File: src/rtl/tms_sdm_accum_pkg.sv
// Shared definitions for the SDM window accumulator: stream count, FSM encoding,
// and a constant clog2 used to validate the stream-index width.
package tms_sdm_accum_pkg;

  localparam int NCH_DEF = 19;
  localparam int DCW     = 16;

  typedef enum logic {
    ST_IDLE = 1'b0,
    ST_SEND = 1'b1
  } state_e;

  // Each SDM delivers an OUT1 and an OUT2 bit per sample.
  function automatic int nstream(input int nch);
    return 2 * nch;
  endfunction

  function automatic int clog2(input int v);
    int r;
    r = 0;
    while ((1 << r) < v) r++;
    return r;
  endfunction

endpackage

File: src/rtl/tms_sdm_ch_accum.sv
// One stream's ones counter plus its shadow copy of the last completed window sum.
module tms_sdm_ch_accum #(
  parameter int ACCW = 16
) (
  input  logic            clk_i,
  input  logic            rst_ni,
  input  logic            bit_i,
  input  logic            valid_i,
  input  logic            clr_i,
  input  logic            end_i,
  input  logic            load_en_i,
  output logic [ACCW-1:0] sum_o
);

  logic [ACCW-1:0] acc_q, acc_d;
  logic [ACCW-1:0] shadow_q, shadow_d;
  logic [ACCW-1:0] acc_inc;

  // The window-end sample itself belongs to the completed sum.
  assign acc_inc = acc_q + ACCW'(bit_i);

  always_comb begin
    acc_d    = acc_q;
    shadow_d = shadow_q;
    if (clr_i) begin
      acc_d = '0;
    end else if (valid_i) begin
      acc_d = end_i ? '0 : acc_inc;
    end
    if (valid_i && end_i && load_en_i) begin
      shadow_d = acc_inc;
    end
  end

  always_ff @(posedge clk_i or negedge rst_ni) begin
    if (!rst_ni) begin
      acc_q    <= '0;
      shadow_q <= '0;
    end else begin
      acc_q    <= acc_d;
      shadow_q <= shadow_d;
    end
  end

  assign sum_o = shadow_q;

endmodule

File: src/rtl/tms_sdm_accum.sv
// Counts ones per SDM stream over a WIN_LEN-sample window and streams the completed
// sums one stream per beat; a window ending while a frame is still being sent is dropped.
module tms_sdm_accum
  import tms_sdm_accum_pkg::*;
#(
  parameter int NCH  = NCH_DEF,
  parameter int ACCW = 16,
  parameter int CHW  = 6,
  parameter int FIDW = 16
) (
  input  logic              CLK,
  input  logic              RESETN,
  input  logic              ENABLE,
  input  logic [ACCW-1:0]   WIN_LEN,
  input  logic [NCH*2-1:0]  DIN,
  input  logic              DIN_VALID,
  output logic [ACCW-1:0]   SUM,
  output logic [CHW-1:0]    SUM_CH,
  output logic [FIDW-1:0]   SUM_FID,
  output logic              SUM_LAST,
  output logic              SUM_VALID,
  input  logic              SUM_READY,
  output logic              OVERFLOW,
  input  logic              CLEAR_OVF,
  output logic [DCW-1:0]    DROP_CNT
);

  localparam int             NSTREAM = nstream(NCH);
  localparam logic [CHW-1:0] LAST_CH = CHW'(NSTREAM - 1);

  if (clog2(NSTREAM) > CHW) begin : g_chw_check
    $error("tms_sdm_accum: CHW too narrow for the stream count");
  end

  logic                    run, smp, win_end, hs, load, drop;
  logic [ACCW-1:0]         win_q, win_d, win_eff;
  logic [ACCW-1:0]         scnt_q, scnt_d;
  logic                    active_q, active_d;
  logic [FIDW-1:0]         fid_q, fid_d;
  logic                    ovf_q, ovf_d;
  logic [DCW-1:0]          dcnt_q, dcnt_d;
  state_e                  state_q;
  logic [CHW-1:0]          ch_q;
  logic [FIDW-1:0]         tag_q;
  logic                    valid_q, last_q;
  logic [NSTREAM*ACCW-1:0] shadow;
  logic [ACCW-1:0]         sum_mux;

  // A zero window length is treated exactly like ENABLE low.
  assign run     = ENABLE & (WIN_LEN != '0);
  assign smp     = run & DIN_VALID;
  assign win_eff = active_q ? win_q : WIN_LEN;
  assign win_end = smp & (scnt_q == win_eff - 1'b1);

  assign hs   = valid_q & SUM_READY;
  assign load = win_end & ((state_q == ST_IDLE) | (hs & (ch_q == LAST_CH)));
  assign drop = win_end & ~load;

  always_comb begin
    win_d    = win_q;
    scnt_d   = scnt_q;
    active_d = active_q;
    fid_d    = fid_q;
    if (!run) begin
      scnt_d   = '0;
      active_d = 1'b0;
    end else if (smp) begin
      if (!active_q) begin
        win_d = WIN_LEN;
      end
      if (win_end) begin
        scnt_d   = '0;
        active_d = 1'b0;
        fid_d    = fid_q + 1'b1;
      end else begin
        scnt_d   = scnt_q + 1'b1;
        active_d = 1'b1;
      end
    end
  end

  // A drop coincident with CLEAR_OVF restarts the count at one rather than zero.
  always_comb begin
    ovf_d  = ovf_q;
    dcnt_d = dcnt_q;
    if (drop) begin
      ovf_d = 1'b1;
      if (CLEAR_OVF) begin
        dcnt_d = DCW'(1);
      end else if (dcnt_q != '1) begin
        dcnt_d = dcnt_q + 1'b1;
      end
    end else if (CLEAR_OVF) begin
      ovf_d  = 1'b0;
      dcnt_d = '0;
    end
  end

  always_ff @(posedge CLK or negedge RESETN) begin
    if (!RESETN) begin
      win_q    <= '0;
      scnt_q   <= '0;
      active_q <= 1'b0;
      fid_q    <= '0;
      ovf_q    <= 1'b0;
      dcnt_q   <= '0;
    end else begin
      win_q    <= win_d;
      scnt_q   <= scnt_d;
      active_q <= active_d;
      fid_q    <= fid_d;
      ovf_q    <= ovf_d;
      dcnt_q   <= dcnt_d;
    end
  end

  always_ff @(posedge CLK or negedge RESETN) begin
    if (!RESETN) begin
      state_q <= ST_IDLE;
      ch_q    <= '0;
      tag_q   <= '0;
      valid_q <= 1'b0;
      last_q  <= 1'b0;
    end else begin
      case (state_q)
        ST_IDLE: begin
          if (load) begin
            state_q <= ST_SEND;
            ch_q    <= '0;
            tag_q   <= fid_q;
            valid_q <= 1'b1;
            last_q  <= (NSTREAM == 1);
          end
        end
        ST_SEND: begin
          if (load) begin
            ch_q    <= '0;
            tag_q   <= fid_q;
            last_q  <= (NSTREAM == 1);
          end else if (hs) begin
            if (ch_q == LAST_CH) begin
              state_q <= ST_IDLE;
              ch_q    <= '0;
              valid_q <= 1'b0;
              last_q  <= 1'b0;
            end else begin
              ch_q   <= ch_q + 1'b1;
              last_q <= ((ch_q + 1'b1) == LAST_CH);
            end
          end
        end
        default: begin
          state_q <= ST_IDLE;
          valid_q <= 1'b0;
        end
      endcase
    end
  end

  for (genvar k = 0; k < NSTREAM; k++) begin : g_ch
    tms_sdm_ch_accum #(
      .ACCW(ACCW)
    ) u_ch (
      .clk_i    (CLK),
      .rst_ni   (RESETN),
      .bit_i    (DIN[k]),
      .valid_i  (smp),
      .clr_i    (~run),
      .end_i    (win_end),
      .load_en_i(load),
      .sum_o    (shadow[k*ACCW +: ACCW])
    );
  end

  always_comb begin
    sum_mux = '0;
    for (int k = 0; k < NSTREAM; k++) begin
      if (ch_q == CHW'(k)) begin
        sum_mux = shadow[k*ACCW +: ACCW];
      end
    end
  end

  assign SUM       = valid_q ? sum_mux : '0;
  assign SUM_CH    = ch_q;
  assign SUM_FID   = tag_q;
  assign SUM_LAST  = last_q;
  assign SUM_VALID = valid_q;
  assign OVERFLOW  = ovf_q;
  assign DROP_CNT  = dcnt_q;

endmodule

File: config.mk
export PLATFORM = sky130hd
export DESIGN_NAME = tms_sdm_accum
export DESIGN_NICKNAME = d
export VERILOG_FILES = /design/src/rtl/tms_sdm_accum_pkg.sv /design/src/rtl/tms_sdm_ch_accum.sv /design/src/rtl/tms_sdm_accum.sv
export SDC_FILE = /design/constraint.sdc
export NUM_CORES = 2
export LEC_CHECK = 0
export ABC_CLOCK_PERIOD_IN_PS = 3700
export CORE_MARGIN = 4
export CORE_UTILIZATION = 57
export DETAILED_ROUTE_END_ITERATION = 6
export PLACE_DENSITY = 0.77
export SETUP_SLACK_MARGIN = 0.3
export SYNTH_ARGS = -nofsm -noshare
export SYNTH_HDL_FRONTEND = slang
export SYNTH_SLANG_ARGS = --single-unit
File: constraint.sdc
create_clock -name CLK -period 3.7 [get_ports CLK]
set_clock_uncertainty 0.2 [all_clocks]
set_input_delay 0.37 -clock CLK [delete_from_list [all_inputs] [get_ports CLK]]
set_output_delay 0.37 -clock CLK [all_outputs]
set_load 0.05 [all_outputs]
Word level (Yosys, flattened, before mapping):

Index checks and enable logic that the tools add are counted.

* bits in registers: 1307
* input bits: 60
* output and inout bits: 57
* word-level logic and storage cells: 384

* add/subtract/negate cells: 43
* equality and inequality tests: 46
* mux-type cells: 187
* bitwise logic cells: 10
* reduce and logical (&&, ||, !) cells: 11

Operator list (number)
* $mux W16: 162
* $add A16 B1 Y16: 38
* $eq A6 B5 Y1 const B: 16
* $add A16 B1 Y16 const B: 3
* $eq A6 B4 Y1 const B: 8
* $eq A6 B6 Y1 const B: 7
* $eq A6 B3 Y1 const B: 4
* $mux W6: 4
* $mux W1: 17
* $eq A16 B16 Y1: 1
* $ne A16 B16 Y1 const B: 1
* $reduce_bool A16 Y1: 1
* $sub A16 B1 Y16 const B: 1
* $eq A6 B2 Y1 const B: 2
* $pmux W6 S2: 1
* $and A1 B1 Y1: 7
* $add A6 B1 Y6 const B: 1
* $eq A6 B1 Y1 const B: 1
* $logic_not A6 Y1: 1
* $ne A2 B1 Y1 const B: 3
* $pmux W1 S2: 3
* $reduce_and A2 Y1: 3
* $ne A2 B2 Y1 const B: 2
* $reduce_and A4 Y1: 1
* 6 further kinds: 9

Longest topological paths before layout:

* depth in word-level cells: 40
* gate-level depth with buffers: 15
* depth with buffers taken out: 11

By module:

Synthesis repeated with hierarchy kept, for this count alone.

* cell total of the unflattened synthesis: 8094
* area, all modules: 73957.2 um^2

Modules (own cells, without submodules)
* tms_sdm_ch_accum at g_ch[0].u_ch ...: times used 23, cells an instance 174, area each 1665.3 um^2, seq. area each 800.8 um^2
* tms_sdm_ch_accum at g_ch[31].u_ch ...: times used 13, cells an instance 172, area each 1647.8 um^2, seq. area each 800.8 um^2
* tms_sdm_accum: times used 1, cells an instance 1516, area each 10961.8 um^2, seq. area each 2277.2 um^2
* tms_sdm_ch_accum at g_ch[30].u_ch: times used 1, cells an instance 174, area each 1640.3 um^2, seq. area each 800.8 um^2
* tms_sdm_ch_accum at g_ch[9].u_ch: times used 1, cells an instance 166, area each 1630.3 um^2, seq. area each 800.8 um^2

Least setup slack after synthesis:

Ideal clock, no wire load.

* kind: flip-flop to output port
* start: register ch_q[0] (netlist: SUM_CH[0])
* end: output port SUM[2]
* arrival: 4.081 ns
* required time: 3.130 ns
* slack: -0.951 ns
* stages on the path, launching flop included: 12
* path buffers: 2
* cells stage by stage: dfrtp_1 ha_1 or3b_2 clkbuf_1 nor3_1 clkbuf_1 a221oi_1 o21ai_0 o221ai_1 a21oi_1 o221ai_1 a211oi_1

* cells in the longest elaborated chain, start to end: 40
* elaborated cells between the ends (all ways): 77
* those cells by class: 37 x eq/ne; 39 x mux; 1 x reduce/logical

Ends and longest elaborated chain
* start: declaration: RTL line tms_sdm_accum.sv:43 `logic [CHW-1:0] ch_q;`
* start signal: assignment: RTL line tms_sdm_accum.sv:147 `ch_q <= ch_q + 1'b1;`
* $logic_not A6 Y1: RTL line tms_sdm_accum.sv:178 `if (ch_q == CHW'(k)) begin`
* $mux W16 (37 in a row): RTL line tms_sdm_accum.sv:178
* $mux W16 (*): RTL line tms_sdm_accum.sv:178
* $mux W16 (*): RTL line tms_sdm_accum.sv:184 `assign SUM = valid_q ? sum_mux : '0;`
* end: declaration: RTL line tms_sdm_accum.sv:17 `output logic [ACCW-1:0] SUM,`

Mark *: on every way between the ends. The rest lies on a longest branch, timed or not.

Worst setup path after layout:

* start: register ch_q[2] (netlist: SUM_CH[2])
* end: output port SUM[12]

The elaborated chain is that of the path after synthesis.

==> impl_metrics.py <==
metrics = {
    "layout": {
        "ff_latch_area_sq_um": 32700,
        "n_fill_cell": 7340,
        "multiInputGateArea_sq_um": 38200,
        "drive_gt1_share_pct": 25.4,
        "nets": 8256,
        "area_growth_pct": 32.2,
        "fin_cells": 9844,
    },
    "yosys": {
        "yosysWarnings": 0,
        "syn_nets": 7501,
        "synthDistinctLibCells": 70,
        "synth_edf_count": 0,
        "syn_inst": 7357,
        "synth_area_sq_um": 69600,
        "ys.flop_type": "dfrtp_1",
        "synth_seq_cells": 1307,
        "seq_area_frac_synth_pct": 47.0,
        "syn_avg_cell_area_sq_um": 9.46,
        "async_reset_ff_share_pct": 100,
    },
    "route": {
        "wirelength_mm": 286,
        "via_per_inst": 7.00,
        "vias": 68900,
        "drt_first_iter_violations": 10500,
        "drtPass1Iterations": 7,
        "drc": 47,
        "ant_nets": 0,
        "wl_per_cell_um": 29.1,
    },
    "placement": {
        "placed_cells": 9336,
        "gp_congestion": 1.08,
        "dp_hpwl_mm": 171,
        "io_buffers": 116,
    },
    "timing": {
        "whs_ns": 0.0615,
        "post-route-period-util_pct": 138,
        "rsz0062_at_grt": "yes",
        "worst_slew_pin_slew_ns": 1.17,
        "max_freq_mhz": 196,
        "setup_viol": 1236,
        "finalWorstSetupSlack_ns": -1.41,
        "relSlewSlack_pct": 22.1,
        "finalMaxSlewViolations": 0,
        "hold_viol": 0,
        "min_period_ns": 5.11,
    },
    "grt": {
        "met1_usage_pct": 51.5,
        "grt-ovfl-total": 0,
        "grtUsageMet3_pct": 11.2,
        "grt_max_degree": 126,
        "met2_usage_pct": 61.7,
        "grt_antenna_before_repair": 8,
        "busiest_layer": "met2",
        "grt_usage_pct": 40.8,
        "grt_pass1_vias": 65500,
        "grt_pass1_wl_mm": 400,
    },
    "pwr": {
        "p_leak_nw": 41.4,
        "powerDensity_nw_per_um2": 346,
        "ir_worst_vdd_uv": 515,
    },
    "floorplan": {
        "fp.dieH_um": 357,
        "dieArea_sq_um": 128000,
        "io_pins": 117,
        "num_rows": 127,
        "core_sq_um": 121000,
        "initial_utilization_pct": 57.7,
        "die_w_um": 357,
    },
    "clock_tree": {
        "cts_buffers": 143,
        "cts-htree-levels": 4,
        "clk_pin_slew_ns": 0.06,
        "cts-root-buf": "clkbuf_16",
        "cts_tree": "built",
        "cts.path.max_buffers": 3,
        "clock-sinks": 1307,
        "clk_latency_ns": 0.81,
    },
    "worst_setup_path": {
        "crit_top_cell": "buf_4",
        "crit_path_start_kind": "register",
        "rrSetupSlack_ns": -0.52,
        "cp_max_fo": 9,
        "rr_worst_depth": 16,
        "crit_type": "reg2out",
        "crit_buf_inv": 6,
        "cp_slowest_cell": "nor4_4",
        "max_stage_delay_ns": 0.80,
        "path_delay_family": "simple AND/OR/NAND/NOR gates",
        "critPathCaptureType": "output pin",
        "cp-startpoint": "SUM_CH[2]",
        "cp_cell_sequence": "buf_4 > or3_4 > o211ai_1 > buf_4 > buf_4 > nor2_1 > nor4_4 > a2111oi_4 > buf_4 > o21bai_1 > a2111oi_4 > nor2_4 > buf_4 > buf_4",
        "r2r_start": "active_q",
        "crit_arrival_ns": 4.54,
        "cp.required_ns": 3.13,
        "worstReg2RegEnd": "g_ch[8].u_ch.acc_q[9]",
    },
    "hold_path": {
        "hp-start": "WIN_LEN[15]",
        "hold_depth": 2,
        "holdCritPathClass": "in2reg",
        "worstHoldEndpoint": "win_q[15]",
    },
    "run_status": {
        "violations": "design-rule violations, negative setup slack",
        "status": "complete, but fails checks",
    },
    "job": {
        "cap_violations": 0,
    },
}
==> synth_stat cells (all sizes together) (12+ instances only) <==
cell type,count,area [sq um]
dfrtp,1307,32700
nand2,1001,3760
o21ai,671,3360
nor2,460,1730
clkbuf,423,1590
xnor2,322,2820
nand3,321,1610
a22o,291,2550
and3,269,1680
o31ai,240,1800
nor3,213,1070
xor2,207,1810
mux2,160,1800
nor2b,128,801
buf,110,518
a221o,98,981
a31o,84,736
ha,84,1050
a221oi,80,701
o211ai,72,541
a21oi,70,350
o22ai,64,400
a21o,62,465
mux2i,61,611
nor4b,58,508
nor4,46,288
o221ai,42,368
o31a,39,342
a22oi,38,285
inv,38,143
and2,35,219
nand4,33,206
a31oi,31,194
a211oi,19,148
nand2b,18,113
nor3b,18,135
or3,15,93.8
a2111oi,14,148
o2111ai,14,123
or2,12,75.1
or4,12,90.1
==> flip-flops by register name, indices dropped and copies added, names as in the netlist <==
signal,cells
DROP_CNT,16
OVERFLOW,1
SUM_CH,6
SUM_FID,16
SUM_LAST,1
SUM_VALID,1
active_q,1
fid_q,16
g_ch.u_ch.acc_q,608
g_ch.u_ch.sum_o,608
scnt_q,16
state_q,1
win_q,16
==> cells by family after synthesis <==
family | synth area share [%]
xor gates and xnor gates | 6.66
adders and majority gates | 1.51
and+or+nand+nor | 18.1
buffers and inverters | 3.23
muxes | 3.47
DFF | 47.0
AOI/OAI and AO/OA | 20.0
==> worst register-to-register path, delay by kind of cell, from the launching register on <==
family,cells,cell delay (ns)
AO/OA/AOI/OAI,3,0.83
flip-flops,1,0.45
AND/OR/NAND/NOR,5,1.25
buffers and inverters,8,1.37
==> metal layers <==
| layer | vias to the layer above | share of wire, % |
|---|---|---|
| li1 | 28400 | - |
| met3 | 1661 | 13 |
| met1 | 33600 | 34 |
| met4 | 8 | 9.2 |
| met2 | 5292 | 43 |
| met5 | - | 0.036 |
==> placed cells by master, fill, tap and decap left out, types with 197 or more instances in the layout <==
cell type,instances
dfrtp_1,1300
clkbuf_16,197
nand3_1,317
buf_4,654
o21ai_0,352
nand2_1,988
xor2_1,207
o31ai_1,198
nor2_1,431
nor3_1,197
a22o_1,290
o21ai_2,259
xnor2_1,322
and3_1,266
==> per-stage QoR <==
| stage | area (sq um) | setup TNS, ns | total power, mW | setup WS, ns | utilization (%) |
|---|---|---|---|---|---|
| after CTS | 88100 | -304.50 | 31.6 | -0.975 | 73.1 |
| final | 92000 | -378.44 | 31.9 | -1.41 | 76.3 |
| after global routing | 92000 | -581.74 | 32.6 | -1.44 | 76.2 |
| after detailed placement | 78400 | -553.52 | 16.4 | -0.711 | 65.0 |
| after floorplan | 70000 | 0 | 15.5 | 0.0510 | - |
| after global placement | 78400 | -506.28 | 16.4 | -0.710 | 65.0 |
==> power breakdown <==
group | total [mW] | internal [mW] | switching, mW
clock network | 15.4 | 9.08 | 6.37
logic | 1.97 | 0.783 | 1.19
registers | 14.4 | 14.4 | 0.0694
==> worst max-delay path by stage <==
stage | cells after the start | end | slack [ns]
2_1_floorplan | 11 | g_ch[16].u_ch.acc_q[15] | 0.05
3_3_place_gp | 14 | SUM[8] | -0.71
3_5_place_dp | 15 | SUM[1] | -0.71
4_1_cts | 15 | SUM[6] | -0.98
5_1_grt | 16 | SUM[1] | -1.44
6_report | 14 | SUM[12] | -1.41
==> repair_timing <==
item,CTS,global route
setup buffers,66,50
endpoints found under the setup margin,1307,1307
pin swaps,173,287
hold endpoints to repair,706,0
hold buffers,3,0
cloned,69,55
gates resized for setup,636,586
==> final cells by class <==
type | count | area share (%)
multi-input cells | 5480 | 41.6
flip-flops and latches | 1307 | 35.6
repair buffers | 1142 | 15.0
clock buffers | 214 | 4.73
well taps | 1612 | 2.19
clock inverters | 43 | 0.716
inverters | 38 | 0.158
diodes | 8 | 0.0218
Note: power is estimated with default switching activity, not from simulation.
